**src/rtl/uart_txp.sv**
```systemverilog
// uart_txp: UART transmitter with transmit FIFO, baud divider,
// optional parity (UART_TXP_PARITY_EN) and 1 or 2 stop bits.
module uart_txp #(
    parameter int WIDTH_DATA = 8,
    parameter int NB_STOP    = 2,
    parameter int DEPTH_LOG2 = 3,
    parameter int WIDTH_DIV  = 16
) (
    input  logic                  i_clk,
    input  logic                  i_rst,
    input  logic                  i_we,
    input  logic [WIDTH_DATA-1:0] i_data,
    input  logic [WIDTH_DIV-1:0]  i_div,
    input  logic                  i_par_en,
    input  logic                  i_par_odd,
    output logic                  o_tx,
    output logic                  o_full,
    output logic                  o_mty,
    output logic [DEPTH_LOG2:0]   o_level,
    output logic                  o_ovf
);

    localparam int DEPTH = 1 << DEPTH_LOG2;

    localparam logic [DEPTH_LOG2:0] LVL_FULL =
        {1'b1, {DEPTH_LOG2{1'b0}}};

    localparam logic [2:0] S_IDLE   = 3'd0;
    localparam logic [2:0] S_START  = 3'd1;
    localparam logic [2:0] S_DATA   = 3'd2;
`ifdef UART_TXP_PARITY_EN
    localparam logic [2:0] S_PARITY = 3'd3;
`endif
    localparam logic [2:0] S_STOP   = 3'd4;

    localparam logic [3:0] LAST_DATA = 4'(WIDTH_DATA - 1);
    localparam logic [3:0] LAST_STOP = 4'(NB_STOP - 1);

    // FIFO storage and bookkeeping
    logic [WIDTH_DATA-1:0] mem_q [DEPTH];
    logic [DEPTH_LOG2-1:0] wptr_q, wptr_d;
    logic [DEPTH_LOG2-1:0] rptr_q, rptr_d;
    logic [DEPTH_LOG2:0]   level_q, level_d;
    logic                  ovf_q, ovf_d;

    // Serialiser state
    logic [2:0]            state_q, state_d;
    logic [WIDTH_DIV-1:0]  cnt_q, cnt_d;
    logic [WIDTH_DIV-1:0]  div_q, div_d;
    logic [3:0]            bit_q, bit_d;
    logic [WIDTH_DATA-1:0] sh_q, sh_d;
    logic                  tx_q, tx_d;

`ifdef UART_TXP_PARITY_EN
    logic                  pen_q, pen_d;
    logic                  podd_q, podd_d;
    logic                  par_q, par_d;
`else
    logic                  unused_par;
    assign unused_par = i_par_en ^ i_par_odd;
`endif

    logic full;
    logic empty;
    logic push;
    logic pop;
    logic load;
    logic bit_end;

    assign full    = (level_q == LVL_FULL);
    assign empty   = (level_q == '0);
    assign push    = i_we & ~full;
    assign bit_end = (cnt_q == div_q);

    // FIFO pointers, occupancy and overflow pulse
    always_comb begin
        wptr_d  = wptr_q;
        rptr_d  = rptr_q;
        level_d = level_q;
        ovf_d   = i_we & full;
        if (push) begin
            wptr_d = wptr_q + 1'b1;
        end
        if (pop) begin
            rptr_d = rptr_q + 1'b1;
        end
        unique case ({push, pop})
            2'b10:   level_d = level_q + 1'b1;
            2'b01:   level_d = level_q - 1'b1;
            default: level_d = level_q;
        endcase
    end

    // Frame sequencer: start, data, optional parity, stop bits
    always_comb begin
        state_d = state_q;
        cnt_d   = cnt_q;
        bit_d   = bit_q;
        sh_d    = sh_q;
        div_d   = div_q;
        pop     = 1'b0;
        load    = 1'b0;
`ifdef UART_TXP_PARITY_EN
        pen_d   = pen_q;
        podd_d  = podd_q;
        par_d   = par_q;
`endif
        unique case (state_q)
            S_IDLE: begin
                if (!empty) begin
                    load = 1'b1;
                end
            end
            S_START: begin
                if (bit_end) begin
                    cnt_d   = '0;
                    bit_d   = '0;
                    state_d = S_DATA;
                end else begin
                    cnt_d = cnt_q + 1'b1;
                end
            end
            S_DATA: begin
                if (bit_end) begin
                    cnt_d = '0;
                    sh_d  = sh_q >> 1;
`ifdef UART_TXP_PARITY_EN
                    par_d = par_q ^ sh_q[0];
`endif
                    if (bit_q == LAST_DATA) begin
                        bit_d = '0;
`ifdef UART_TXP_PARITY_EN
                        state_d = pen_q ? S_PARITY
                                        : S_STOP;
`else
                        state_d = S_STOP;
`endif
                    end else begin
                        bit_d = bit_q + 1'b1;
                    end
                end else begin
                    cnt_d = cnt_q + 1'b1;
                end
            end
`ifdef UART_TXP_PARITY_EN
            S_PARITY: begin
                if (bit_end) begin
                    cnt_d   = '0;
                    bit_d   = '0;
                    state_d = S_STOP;
                end else begin
                    cnt_d = cnt_q + 1'b1;
                end
            end
`endif
            S_STOP: begin
                if (bit_end) begin
                    cnt_d = '0;
                    if (bit_q == LAST_STOP) begin
                        bit_d = '0;
                        if (!empty) begin
                            load = 1'b1;
                        end else begin
                            state_d = S_IDLE;
                        end
                    end else begin
                        bit_d = bit_q + 1'b1;
                    end
                end else begin
                    cnt_d = cnt_q + 1'b1;
                end
            end
            default: begin
                state_d = S_IDLE;
            end
        endcase
        if (load) begin
            pop     = 1'b1;
            sh_d    = mem_q[rptr_q];
            div_d   = i_div;
            cnt_d   = '0;
            bit_d   = '0;
            state_d = S_START;
`ifdef UART_TXP_PARITY_EN
            pen_d   = i_par_en;
            podd_d  = i_par_odd;
            par_d   = 1'b0;
`endif
        end
    end

    // Line level for the state being entered, so o_tx is a flop
    always_comb begin
        tx_d = 1'b1;
        unique case (state_d)
            S_START:  tx_d = 1'b0;
            S_DATA:   tx_d = sh_d[0];
`ifdef UART_TXP_PARITY_EN
            S_PARITY: tx_d = par_d ^ podd_d;
`endif
            default:  tx_d = 1'b1;
        endcase
    end

    // FIFO array write; contents need no reset
    always_ff @(posedge i_clk) begin
        if (push) begin
            mem_q[wptr_q] <= i_data;
        end
    end

    // State registers with synchronous reset
    always_ff @(posedge i_clk) begin
        if (i_rst) begin
            wptr_q  <= '0;
            rptr_q  <= '0;
            level_q <= '0;
            ovf_q   <= 1'b0;
            state_q <= S_IDLE;
            cnt_q   <= '0;
            div_q   <= '0;
            bit_q   <= '0;
            sh_q    <= '0;
            tx_q    <= 1'b1;
`ifdef UART_TXP_PARITY_EN
            pen_q   <= 1'b0;
            podd_q  <= 1'b0;
            par_q   <= 1'b0;
`endif
        end else begin
            wptr_q  <= wptr_d;
            rptr_q  <= rptr_d;
            level_q <= level_d;
            ovf_q   <= ovf_d;
            state_q <= state_d;
            cnt_q   <= cnt_d;
            div_q   <= div_d;
            bit_q   <= bit_d;
            sh_q    <= sh_d;
            tx_q    <= tx_d;
`ifdef UART_TXP_PARITY_EN
            pen_q   <= pen_d;
            podd_q  <= podd_d;
            par_q   <= par_d;
`endif
        end
    end

    assign o_tx    = tx_q;
    assign o_full  = full;
    assign o_mty   = empty && (state_q == S_IDLE);
    assign o_level = level_q;
    assign o_ovf   = ovf_q;

endmodule

```
**config.mk**
```make
export PLATFORM = sky130hd
export DESIGN_NAME = uart_txp
export DESIGN_NICKNAME = d
export VERILOG_FILES = /design/src/rtl/uart_txp.sv
export SDC_FILE = /design/constraint.sdc
export NUM_CORES = 1
export LEC_CHECK = 0
export CORE_AREA = 2 2 97 99
export DETAILED_ROUTE_END_ITERATION = 10
export DIE_AREA = 0 0 99 101
export GPL_TIMING_DRIVEN = 0
export PLACE_DENSITY = 0.79
export SLEW_MARGIN = 40
export SYNTH_ARGS = -nofsm -noshare
export SYNTH_HDL_FRONTEND = slang
export SYNTH_SLANG_ARGS = --single-unit
```
**constraint.sdc**
```tcl
create_clock -name i_clk -period 7.3 [get_ports i_clk]
set_clock_uncertainty 0.2 [all_clocks]
set_input_delay 1.46 -clock i_clk [delete_from_list [all_inputs] [get_ports i_clk]]
set_output_delay 1.46 -clock i_clk [all_outputs]
set_load 0.01 [all_outputs]
```
==> reports/results.ini <==
[run_status]
status=finished, final reports clean

[clocking]
cts_buffers=17
htree_levels=4
cts_tree=done
clkSlewWorstSetupHoldPaths_ns=0.06
clock_latency_ns=0.52
cts_setup_buffers=0
post_cts_resized=0
clockRootBuffer=clkbuf_8
clockBufferDepth=2
cts_sinks=126
cts_hold_buf=0

[floorplan]
dieArea_um2=10000
die_x_um=99
rows=35
initial_core_util=0.600
ios=37
die_h_um=101
core_area_um2=8980

[synthesis]
synth_cells=425
syn_nets=462
synth_ff_type=edfxtp_1
yosys.area.top_type=edfxtp_1
async_reset_ff_frac=0
ys_seq_area_frac=0.587
avgSynthCellArea_um2=12.7
ys_types=51
synthMostInstantiatedCell=edfxtp_1
synthTopCellsByCount=64 x edfxtp_1, 62 x dfxtp_1, 51 x nor2_1
synth_edf_count=64
yosysWarnings=0
synth_top_area_share=0.357
synthTopCellsByArea=edfxtp_1 36%, dfxtp_1 23%, mux4_2 6.7%
synth_area_um2=5390
ys_ff_latch=126

[critical_path]
critPathCaptureType=output port
required_ns=5.64
crit_fanout=6
r2r_start=cnt_q[2]
crit_type=reg -> out
worst_path_max_delay_cell=clkdlybuf4s50_1
worstPathCellList=nor3_1 > nand2b_1 > nor4_1 > clkdlybuf4s50_1
arrival_ns=2.17
slowest_delay_ns=0.60
critPathLaunchType=flip-flop
startpoint=o_level[0]

[place]
dp_hpwl_mm=7.29
portBuffers=34
place_ws_ns=3.39
place.gp.congestion=0.825

[hold_path]
worstHoldPathType=reg -> reg
hp-start=sh_q[7]

[timing]
hold_viol=0
fin_ws_ns=3.47
tns_ns=0
slew_violations=0
finalCriticalPeriod_ns=3.83
holdWs_ns=0.275
timing.fmax_mhz=261
post-route-period-util=0.525
slew_headroom=0.444
setup_viol=0
worst_slew_pin_slew_ns=0.830
rsz0062_at_grt=false

[drt]
totalWireLength_mm=11.0
first_pass_iters=4
drc=0
wl_per_cell_um=18.3
vias_per_cell=5.75
drt_first_iter_violations=166
ant_nets=0
vias=3474

[power_and_ir_drop]
ir_drop_v=0.000202
finalPower_mw=2.43
p_per_area_nw_per_um2=375
p_leak_nw=2.44

[global_route]
grt_pass1_vias=3520
met1_usage=0.274
gr-total-overflow=0
met3_usage=0.0583
grt_use_met2=0.416
grt_max_degree=17
track_usage=0.237
grt_antenna_before_repair=0
grt_first_pass_wirelength_mm=17.8
top_usage_layer=met2

[flow_run]
cap_viol_max_count=0

[layout]
drive_gt1_frac=0.148
fillers=611
nNetsFinal=517
syn_to_final_growth_pct=20.5
diodes=0

## cell usage in the layout (no fill, tap or decap), types with 12 or more instances in the layout
cell type	instances
mux4_2	16
dfxtp_1	62
xor2_1	31
clkdlybuf4s50_1	34
edfxtp_1	64
a21oi_1	19
nor2_1	50
a211oi_1	13
nor2b_1	12
mux2i_1	26
clkbuf_16	16
nand2_1	14
## kinds of logic (layout without fill, tap and decap cells)
family                     Yosys count  after routing  share of synthesized area
AOI/OAI and AO/OA                   48             48                     0.0557
and+or+nand+nor                    139            139                      0.138
buffers and inverters               25             93                     0.0246
adders and majority gates            8              8                     0.0186
muxes                               43             43                      0.117
xor gates and xnor gates            36             36                     0.0585
DFF                                126            126                      0.587
## worst max-delay path, delay by kind of cell, from the launching register on
family        cells  cell delay (ns)
flops             1             0.37
buf+inv           1             0.60
simple gates      3             0.69
## routing by layer
| metal | vias to the layer above | share of wire |
|---|---|---|
| met2 | 72 | 0.54 |
| met1 | 1714 | 0.40 |
| li1 | 1672 | - |
| met5 | - | 0 |
| met3 | 16 | 0.035 |
| met4 | 0 | 0.019 |
## worst paths after layout
path / depth (start not counted) / to / slack (ns)
setup / recovery: 4 / o_mty / 3.47
hold / removal: 2 / sh_q[7] / 0.27
setup reg to reg: 14 / o_level[2] / 3.74
hold reg to reg: 2 / sh_q[7] / 0.27
## registers in the layout, summed over array words and instances, names as in the netlist, named ones only
name / flops
mem_q: 64
cnt_q: 16
div_q: 16
sh_q: 8
bit_q: 4
o_level: 4
rptr_q: 3
state_q: 3
wptr_q: 3
o_ovf: 1
o_tx: 1
## through the flow
step,instances,instance area [um2],utilization
final,604,6490,0.723
after global routing,604,6490,0.723
after CTS,604,6480,0.722
after detailed placement,572,5900,0.658
after global placement,570,5870,0.654
after floorplan,425,5390,-
## report_power, final
| part | internal, mW | switching (mW) | leakage, nW |
|---|---|---|---|
| registers | 0.841 | 0.0692 | 1.09 |
| clock network | 0.490 | 0.325 | 0.276 |
| logic | 0.332 | 0.376 | 1.08 |
| total | 1.66 | 0.770 | 2.44 |
## layout make-up
| type | instances | area (um2) | area share |
|---|---|---|---|
| inverter | 6 | 22.5 | 0.00347 |
| multi-input combinational | 274 | 2130 | 0.329 |
| timing repair buffer | 36 | 350 | 0.0539 |
| tap | 111 | 139 | 0.0214 |
| clock inverter | 15 | 160 | 0.0247 |
| sequential | 126 | 3160 | 0.487 |
| clock buffer | 17 | 414 | 0.0638 |
| buffer | 19 | 110 | 0.0170 |
(Power assumes the default switching activity.)
